[src/rtl/clkdiv_pkg.sv]
// ============================================================================
// Module      : clkdiv_pkg
// Description : Shared types and helpers for the divided-clock rate controller:
//               controller state encoding, reset-rate half-period calculation
//               and the half-period clamp.
// Revision    : 1.0 - initial release
// ============================================================================
`default_nettype none

package clkdiv_pkg;

  // BURST is only reachable when TICK_BURST_EN is defined
  typedef enum logic [1:0] {
    IDLE     = 2'd0,
    RUN      = 2'd1,
    STOPPING = 2'd2,
    BURST    = 2'd3
  } state_t;

  // Working width for the helper functions; callers cast to their own width
  localparam int unsigned CALC_W = 32;

  // Half period in input-clock cycles for a given output rate
  function automatic logic [CALC_W-1:0] calc_def_half(input int unsigned clk_hz,
                                                      input int unsigned def_hz);
    return CALC_W'(clk_hz / (def_hz * 2));
  endfunction

  // A zero half period cannot be counted; treat it as the fastest legal rate
  function automatic logic [CALC_W-1:0] clamp_half(input logic [CALC_W-1:0] half);
    return (half == '0) ? CALC_W'(1) : half;
  endfunction

endpackage

`default_nettype wire

[src/rtl/clkdiv_core.sv]
// ============================================================================
// Module      : clkdiv_core
// Description : Half-period counter and clk_out toggle. While run is low the
//               counter and output are parked at zero. Exposes the period-end
//               strobe (compare hit while clk_out is high) to the controller.
// Revision    : 1.0 - initial release
// ============================================================================
`default_nettype none

module clkdiv_core #(
  parameter int DIV_W = 26
) (
  input  logic             clk_in,
  input  logic             rst,
  input  logic             run,
  input  logic             load,
  input  logic [DIV_W-1:0] active_half,
  output logic             clk_out,
  output logic             tick,
  output logic             pe
);

  localparam logic [DIV_W-1:0] C_ONE = DIV_W'(1);

  logic [DIV_W-1:0] cntr_q, cntr_d;
  logic             clk_out_q, clk_out_d;
  logic             tick_q, tick_d;
  logic             cmpr;

  assign cmpr    = (cntr_q == (active_half - C_ONE));
  assign pe      = run & cmpr & clk_out_q;
  assign clk_out = clk_out_q;
  assign tick    = tick_q;

  // Next-state for counter, output level and the rising-edge tick
  always_comb begin
    cntr_d    = cntr_q;
    clk_out_d = clk_out_q;
    tick_d    = 1'b0;
    if (!run) begin
      cntr_d    = '0;
      clk_out_d = 1'b0;
    end else begin
      if (cmpr) begin
        clk_out_d = ~clk_out_q;
        tick_d    = ~clk_out_q;
      end
      cntr_d = (cmpr || load) ? '0 : (cntr_q + C_ONE);
    end
  end

  // State advances on the falling edge of the system clock
  always_ff @(negedge clk_in or negedge rst) begin
    if (!rst) begin
      cntr_q    <= '0;
      clk_out_q <= 1'b0;
      tick_q    <= 1'b0;
    end else begin
      cntr_q    <= cntr_d;
      clk_out_q <= clk_out_d;
      tick_q    <= tick_d;
    end
  end

endmodule

`default_nettype wire

[src/rtl/clkdiv_rate_ctrl.sv]
// ============================================================================
// Module      : clkdiv_rate_ctrl
// Description : Run-time controller for the divided-clock path. Starts/stops
//               the divider, accepts new half periods via valid/ready and
//               applies them only at full-period boundaries (no runt pulses).
//               Optional feature macro: TICK_BURST_EN enables start/burst_len
//               bursts of N full periods with a burst_done pulse.
// Revision    : 1.0 - initial release
// ============================================================================
`default_nettype none

module clkdiv_rate_ctrl
  import clkdiv_pkg::*;
#(
  parameter int unsigned CLK_HZ  = 50_000_000,
  parameter int unsigned DEF_HZ  = 2,
  parameter int          DIV_W   = 26,
  parameter int          BURST_W = 8
) (
  input  logic               clk_in,
  input  logic               rst,
  input  logic               en,
  input  logic               cfg_valid,
  input  logic [DIV_W-1:0]   cfg_half,
  output logic               cfg_ready,
  input  logic               start,
  input  logic [BURST_W-1:0] burst_len,
  output logic               clk_out,
  output logic               tick,
  output logic               busy,
  output logic               burst_done
);

  localparam logic [DIV_W-1:0] DEF_HALF = DIV_W'(calc_def_half(CLK_HZ, DEF_HZ));

  state_t           state_q;
  logic             busy_q;
  logic [DIV_W-1:0] active_half_q;
  logic [DIV_W-1:0] pend_half_q;
  logic             pend_q;
  logic             pe;
  logic             apply;
  logic [DIV_W-1:0] cfg_clamped;

  // A pending value lands immediately when parked, otherwise at period end
  assign apply       = pend_q & ((state_q == IDLE) | pe);
  assign cfg_ready   = ~pend_q;
  assign cfg_clamped = DIV_W'(clamp_half(CALC_W'(cfg_half)));
  assign busy        = busy_q;

  clkdiv_core #(
    .DIV_W (DIV_W)
  ) u_core (
    .clk_in      (clk_in),
    .rst         (rst),
    .run         (state_q != IDLE),
    .load        (apply),
    .active_half (active_half_q),
    .clk_out     (clk_out),
    .tick        (tick),
    .pe          (pe)
  );

`ifdef TICK_BURST_EN
  logic [BURST_W-1:0] remaining_q;
  logic               burst_done_q;
  assign burst_done = burst_done_q;
`else
  logic unused_burst_in;
  assign unused_burst_in = ^{start, burst_len};
  assign burst_done      = 1'b0;
`endif

  // Controller FSM; busy and burst_done are registered alongside the state
  always_ff @(negedge clk_in or negedge rst) begin
    if (!rst) begin
      state_q      <= IDLE;
      busy_q       <= 1'b0;
`ifdef TICK_BURST_EN
      remaining_q  <= '0;
      burst_done_q <= 1'b0;
`endif
    end else begin
`ifdef TICK_BURST_EN
      burst_done_q <= 1'b0;
`endif
      case (state_q)
        IDLE: begin
          if (en) begin
            state_q <= RUN;
            busy_q  <= 1'b1;
          end
`ifdef TICK_BURST_EN
          else if (start && (burst_len != '0)) begin
            state_q     <= BURST;
            busy_q      <= 1'b1;
            remaining_q <= burst_len;
          end
`endif
        end
        RUN: begin
          if (!en) begin
            if (pe) begin
              state_q <= IDLE;
              busy_q  <= 1'b0;
            end else begin
              state_q <= STOPPING;
            end
          end
        end
        STOPPING: begin
          if (en) begin
            state_q <= RUN;
          end else if (pe) begin
            state_q <= IDLE;
            busy_q  <= 1'b0;
          end
        end
`ifdef TICK_BURST_EN
        BURST: begin
          if (pe) begin
            if (remaining_q == BURST_W'(1)) begin
              state_q      <= IDLE;
              busy_q       <= 1'b0;
              burst_done_q <= 1'b1;
            end
            remaining_q <= remaining_q - BURST_W'(1);
          end
        end
`endif
        default: begin
          state_q <= IDLE;
          busy_q  <= 1'b0;
        end
      endcase
    end
  end

  // Config holding register: one pending value, applied at a safe boundary
  always_ff @(negedge clk_in or negedge rst) begin
    if (!rst) begin
      active_half_q <= DEF_HALF;
      pend_half_q   <= '0;
      pend_q        <= 1'b0;
    end else if (apply) begin
      active_half_q <= pend_half_q;
      pend_q        <= 1'b0;
    end else if (cfg_valid && cfg_ready) begin
      pend_half_q <= cfg_clamped;
      pend_q      <= 1'b1;
    end
  end

endmodule

`default_nettype wire

[config.mk]
export PLATFORM = sky130hd
export DESIGN_NAME = clkdiv_rate_ctrl
export DESIGN_NICKNAME = d
export VERILOG_FILES = /design/src/rtl/clkdiv_pkg.sv /design/src/rtl/clkdiv_core.sv /design/src/rtl/clkdiv_rate_ctrl.sv
export SDC_FILE = /design/constraint.sdc
export NUM_CORES = 1
export LEC_CHECK = 0
export ABC_CLOCK_PERIOD_IN_PS = 3600
export BUFFER_PORTS_ARGS = -buffer_cell sky130_fd_sc_hd__buf_2
export CORE_ASPECT_RATIO = 2
export CORE_MARGIN = 2
export CORE_UTILIZATION = 61
export DETAILED_ROUTE_END_ITERATION = 8
export GPL_TIMING_DRIVEN = 0
export PLACE_DENSITY = 0.88
export SYNTH_ARGS = -nofsm -noshare
export SYNTH_HDL_FRONTEND = slang
export SYNTH_SLANG_ARGS = --single-unit
[constraint.sdc]
create_clock -name clk_in -period 3.6 [get_ports clk_in]
set_input_delay 0.18 -clock clk_in [delete_from_list [all_inputs] [get_ports clk_in]]
set_output_delay 0.18 -clock clk_in [all_outputs]
set_load 0.005 [all_outputs]
==> metrics.cfg, run 1 <==
[route]
drt-total-wl_um=18100
vias_per_cell=7.13
ant_nets=0
drt_first_pass_iters=8
drt-initial-drc-count=615
vias=5592
drc=0
routedWlPerCell_um=23.1

[sta]
finalHoldViolCount=0
holdWs_ps=493
min_period_ps=3590
setup_viol=0
final.setup_skew_ps=62.0
tightest_slew_ps=758
relSlewSlack=0.495
min_period_over_period=0.997
final.setup.tns_ps=0
final-max-slew-violation-count=0
clock.fmax_ghz=0.279

[critical_path]
cp.required_ps=5690
crit_slowest_cell=or4b_4
startpoint_type=flop
crit_type=reg -> reg
cp_common_cell=or4_1
ff2ff_path_depth=10
critPathLaunch=active_half_q[2]
timing.rr.start=active_half_q[2]
path_max_fanout=10
crit_family=simple AND/OR/NAND/NOR gates
worst-path-buf-inv=3
critical_path.cell_chain=buf_2, nor4_4, buf_4, a41oi_2, or3_1, or4_1, or4b_4, clkbuf_1, or4_1, o311ai_1
cp.arrival_ps=5680
path_depth=10
critPathMaxStageDelay_ps=590
cp-end-kind=flop

[power_and_ir_drop]
p_clk_frac=0.240
peakVddDrop_v=0.000640
switchingPower_w=0.00187
power_density_nw_per_um2=699
p_leak_nw=2.71
pwr-share-seq=0.365
p_int_w=0.00265
switching_share=0.414
p_comb_frac=0.395

[floorplanning]
die_area_um2=10000
die_h_um=140
core_area_um2=8950
pin_count=44
initial_core_util=0.628
die_x_um=71.9
row_count=49

[synthesis]
synth_cells=611
synth_fp_nets=656
synth_adder_area_share=0.0134
synth_area_per_cell_um2=9.20
synth-edff-count=0
synth_top_family_by_area=simple AND/OR/NAND/NOR gates
synthesis.area_um2=5620
ys_seq_area_frac=0.377
synth-simple-area-share=0.256
synth-compound-area-share=0.140
synth_xor_area_frac=0.0961
ys_types=60
synth_ff_type=dfrtn_1
yosysWarnings=0
yosys.area.top_type_share=0.320
synth_top_area_cell=dfrtn_1
muxShareOfSynthArea=0.0539
synth_area_leaders=dfrtn_1, dfstp_2, mux2_2, xnor2_1, nand3_1
async_flop_share=1.00
synth_seq_cells=84

[clocking]
cts_root_buf=clkbuf_16
cts_made_buffers=9
clockBufferDepth=2
htreeDepth=3
cts_tree=built
cts.clk_slew.worst_paths_ps=50
holdBufCountCts=0
cts.sinks=84
worst_skew_pair.late_latency_ps=410

[final_layout]
fill_cells=632
final_util=0.722
areaGrowthSynthToFinish_pct=15.0
drive_above_1_share=0.195
diodes=0
design_area_um2=6470
multi_input_area_um2=3210
regArea_um2=2120
final_cell_mix=dfrtn_1, nand3_1, nor3_1
nNetsFinal=722
layout_commonest_cell=dfrtn_1

[global_route]
grt_pass1_wl_um=28700
antenna_found_initial=0
grt_max_degree=44
grt_usage=0.375
grt_pass1_vias=5481
overflow=0

[worst_hold_path]
hold_depth=1
holdCritStartpoint=pend_half_q[11]
hp-class=reg -> reg

[placed_design]
io_buffers=33
dpl_cell_area_um2=5940
place_hpwl_um=13200
gp_congestion=0.988

[job]
maxCapViolCount=0

[status]
status=complete, no violations

final cells by class:
class | instances | area share
Sequential cell | 84 | 0.327
Clock inverter | 16 | 0.0182
Inverter | 30 | 0.0174
Tap cell | 102 | 0.0197
Timing Repair Buffer | 48 | 0.0453
Multi-Input combinational cell | 438 | 0.497
Clock buffer | 12 | 0.0381
Buffer | 54 | 0.0373
through the flow:
stage	cells	total power, W	setup WS [ps]
after detailed placement	747	0.00335	-706
after CTS	780	0.00442	32.3
after global routing	784	0.00472	-30.1
after floorplan	611	0.00280	391
after global placement	746	0.00324	-700
final	784	0.00452	10.9
logic make-up after synthesis:
family | Yosys count
buf+inv | 89
other cells | 1
fa+ha+maj | 6
compound gates | 96
simple gates | 248
mux | 27
xor+xnor | 60
flops | 84
flip-flops by register name, summed over array words and instances (netlist names):
register,cells
state_q,2
busy,1
u_core.cntr_q,26
pend_half_q,26
pend_q,1
u_core.tick,1
active_half_q,26
u_core.clk_out,1
worst paths after layout:
kind | endpoint | slack (ps)
max reg2reg | active_half_q[20] | 10
max | active_half_q[20] | 10
min | pend_half_q[11] | 490
max in group asynchronous | active_half_q[11] | 1340
min reg2reg | pend_half_q[11] | 490
min in group asynchronous | busy | 1490
per-layer routing:
layer | part of all wire | wire length [um] | track usage
met2 | 0.52 | 9390 | 0.640
met1 | 0.33 | 6000 | 0.408
met3 | 0.068 | 1240 | 0.0630
met4 | 0.083 | 1500 | 0.260
met5 | 0 | 0 | 0
cells in the mapped netlist (15+ instances only):
master,number
dfrtn_1,72
nand3_1,53
nor3_1,47
clkbuf_1,46
or4_1,33
inv_1,31
xnor2_1,31
nand2_1,28
xor2_1,28
mux2_2,26
o311ai_1,25
a221oi_1,16
nand4_1,15
nor2_1,15
timing repair:
| action | 4_1_cts | 5_1_grt |
|---|---|---|
| endpoints found under the hold margin | 0 | 0 |
| endpoints found under the setup margin | 57 | 44 |
| buffers inserted | 7 | 7 |
| gates resized for setup | 10 | 20 |
| pin swaps | 4 | 6 |
power groups by stage:
stage | Sequential [W] | Clock (W) | Combinational, W
floorplan | 0.00149 | 0.0000222 | 0.00129
global placement | 0.00158 | 0.0000222 | 0.00165
detailed placement | 0.00160 | 0.0000222 | 0.00173
CTS | 0.00159 | 0.00107 | 0.00176
global route | 0.00168 | 0.00112 | 0.00193
finish | 0.00165 | 0.00108 | 0.00179
Note: power is estimated with default switching activity, not from simulation.
==> run 2, diff against run 1 <==
--- a/config.mk
+++ b/config.mk
@@ -5,14 +5,15 @@
 export SDC_FILE = /design/constraint.sdc
 export NUM_CORES = 1
 export LEC_CHECK = 0
-export ABC_CLOCK_PERIOD_IN_PS = 3600
+export ABC_CLOCK_PERIOD_IN_PS = 4400
 export BUFFER_PORTS_ARGS = -buffer_cell sky130_fd_sc_hd__buf_2
-export CORE_ASPECT_RATIO = 2
+export CORE_ASPECT_RATIO = 0.8
 export CORE_MARGIN = 2
-export CORE_UTILIZATION = 61
+export CORE_UTILIZATION = 65
 export DETAILED_ROUTE_END_ITERATION = 8
 export GPL_TIMING_DRIVEN = 0
-export PLACE_DENSITY = 0.88
+export PLACE_DENSITY = 0.92
+export SLEW_MARGIN = 20
 export SYNTH_ARGS = -nofsm -noshare
 export SYNTH_HDL_FRONTEND = slang
 export SYNTH_SLANG_ARGS = --single-unit
==> constraint.sdc (replaced) <==
create_clock -name clk_in -period 4.4 [get_ports clk_in]
set_input_delay 0.22 -clock clk_in [delete_from_list [all_inputs] [get_ports clk_in]]
set_output_delay 0.22 -clock clk_in [all_outputs]
set_load 0.005 [all_outputs]
==> run 2 against run 1 <==
  * Fmax fell by 16%
  * Non-clock buffer count fell by 10
  * Flip-flop and latch count did not move
  * Critical path depth rose by 1
  * Clock power fell by 45%
  * Setup slack improved by 100 ps
  * Sequential power fell by 20%
  * Clock skew rose by 7.6 ps
  * First-iteration DRC count rose by 65%
  * Die area fell by 6.3%
  * Sequential share of layout area rose by 1.5 points
  * Worst hold slack barely moved
==> metrics.cfg, run 2 (synthesis gave the netlist of run 1 again) <==
[critical_path]
worst-path-buf-inv=3
crit_slowest_cell=or4b_4
cp.required_ps=6760
cp-end-kind=flop
ff2ff_path_depth=11
critical_path.cell_chain=inv_1, ha_1, nor3b_1, clkbuf_1, nand3_1, o21bai_1, nand4_1, or4b_4, nor3_4, buf_2, o311ai_1
startpoint_type=flop
crit_family=simple AND/OR/NAND/NOR gates
cp.arrival_ps=6650
critPathMaxStageDelay_ps=630
path_max_fanout=10
path_depth=11
crit_type=reg -> reg

[final_layout]
areaGrowthSynthToFinish_pct=10.1
fill_cells=635
multi_input_area_um2=3160
nNetsFinal=712
regArea_um2=2120
layout_commonest_cell=dfrtn_1
drive_above_1_share=0.156
diodes=0
reg_top3=active_half_q (26), pend_half_q (26), u_core.cntr_q (26)
final_cell_mix=dfrtn_1, nand3_1, clkbuf_1, nor3_1, inv_1
fin_cells=784

[global_route]
grt_max_degree=60
overflow=0
antenna_found_initial=0
grt_pass1_vias=5472
grt_pass1_wl_um=27900
grtUsageMet2=0.595
use_met3=0.105
gr-usage-met1=0.521
grt_usage=0.384
grt-busiest-layer=met2

[clocking]
worst_skew_pair.late_latency_ps=420
cts_root_buf=clkbuf_8
cts_made_buffers=9
holdBufCountCts=0
cts.sinks=84
htreeDepth=3
cts.clk_slew.worst_paths_ps=60
cts_post_setup_buffers_inserted=0
cts_tree=built
clockBufferDepth=2
postCtsResizedCells=0

[floorplanning]
core_area_um2=8450
pin_count=44
initial_core_util=0.666
row_count=30
die_h_um=87.2
die_area_um2=9410
die_x_um=108

[route]
ant_nets=0
vias=5689
routedWlPerCell_um=22.0
vias_per_cell=7.26
drt-total-wl_um=17300
drt_first_pass_iters=6
drc=0
drt-initial-drc-count=1015

[sta]
finalHoldViolCount=0
tightest_slew_ps=791
setup_viol=0
final.setup.tns_ps=0
min_period_ps=4290
rsz0062_at_grt=false
min_period_over_period=0.974
final.setup_skew_ps=69.6
final-max-slew-violation-count=0
holdWs_ps=493
clock.fmax_ghz=0.233
relSlewSlack=0.468

[worst_hold_path]
hold_depth=1
hp-class=reg -> reg

[power_and_ir_drop]
power_density_nw_per_um2=550
peakVddDrop_v=0.000405
p_leak_nw=2.54

[placed_design]
numPlacedInstances=757
place_hpwl_um=12500
gp_congestion=1.02
io_buffers=33

[job]
maxCapViolCount=0

[status]
status=complete, no violations

-- run 2: changes by cell type in the layout (fill, tap and decap cells not counted), sizes merged --
cell / delta
clkinv: +2
inv: -1
clkinvlp: +1
clkbuf: +2
buf: -14
-- run 2: final timing paths --
| kind | startpoint | to | slack, ps |
|---|---|---|---|
| max | active_half_q[0] | active_half_q[6] | 110 |
| min | pend_half_q[21] | pend_half_q[21] | 490 |
| min in group asynchronous | rst | pend_half_q[4] | 1850 |
| max reg2reg | active_half_q[0] | active_half_q[6] | 110 |
| min reg2reg | pend_half_q[21] | pend_half_q[21] | 490 |
| max in group asynchronous | rst | active_half_q[18] | 1800 |
-- run 2: final cells by class --
type | instances | area share
buffer | 58 | 0.0386
tap | 112 | 0.0226
multi-input combinational | 438 | 0.510
clock inverter | 18 | 0.0168
timing repair buffer | 34 | 0.0315
inverter | 30 | 0.0182
sequential | 84 | 0.342
clock buffer | 10 | 0.0206
-- run 2: power by group --
part	total, W	internal (W)	leakage, nW	switching [W]
logic	0.00149	0.000582	1.36	0.000906
registers	0.00132	0.00105	1.01	0.000275
clock network	0.000598	0.000273	0.168	0.000325
-- run 2: layer usage --
layer  wire [um]  vias to the layer above
met4         643                        0
met2        7570                      476
met1        6890                     2697
met5           0                        -
li1            -                     2434
met3        2170                       82
-- run 2: metrics by stage --
stage / instance area [um^2] / util / power [W] / worst slack [ps]
global route: 6190 / 0.733 / 0.00355 / 23.0
detailed placement: 5960 / 0.705 / 0.00273 / 215
finish: 6190 / 0.733 / 0.00341 / 112
floorplan: 5620 / - / 0.00229 / 856
CTS: 6180 / 0.732 / 0.00332 / 180
global placement: 5930 / 0.702 / 0.00264 / 217
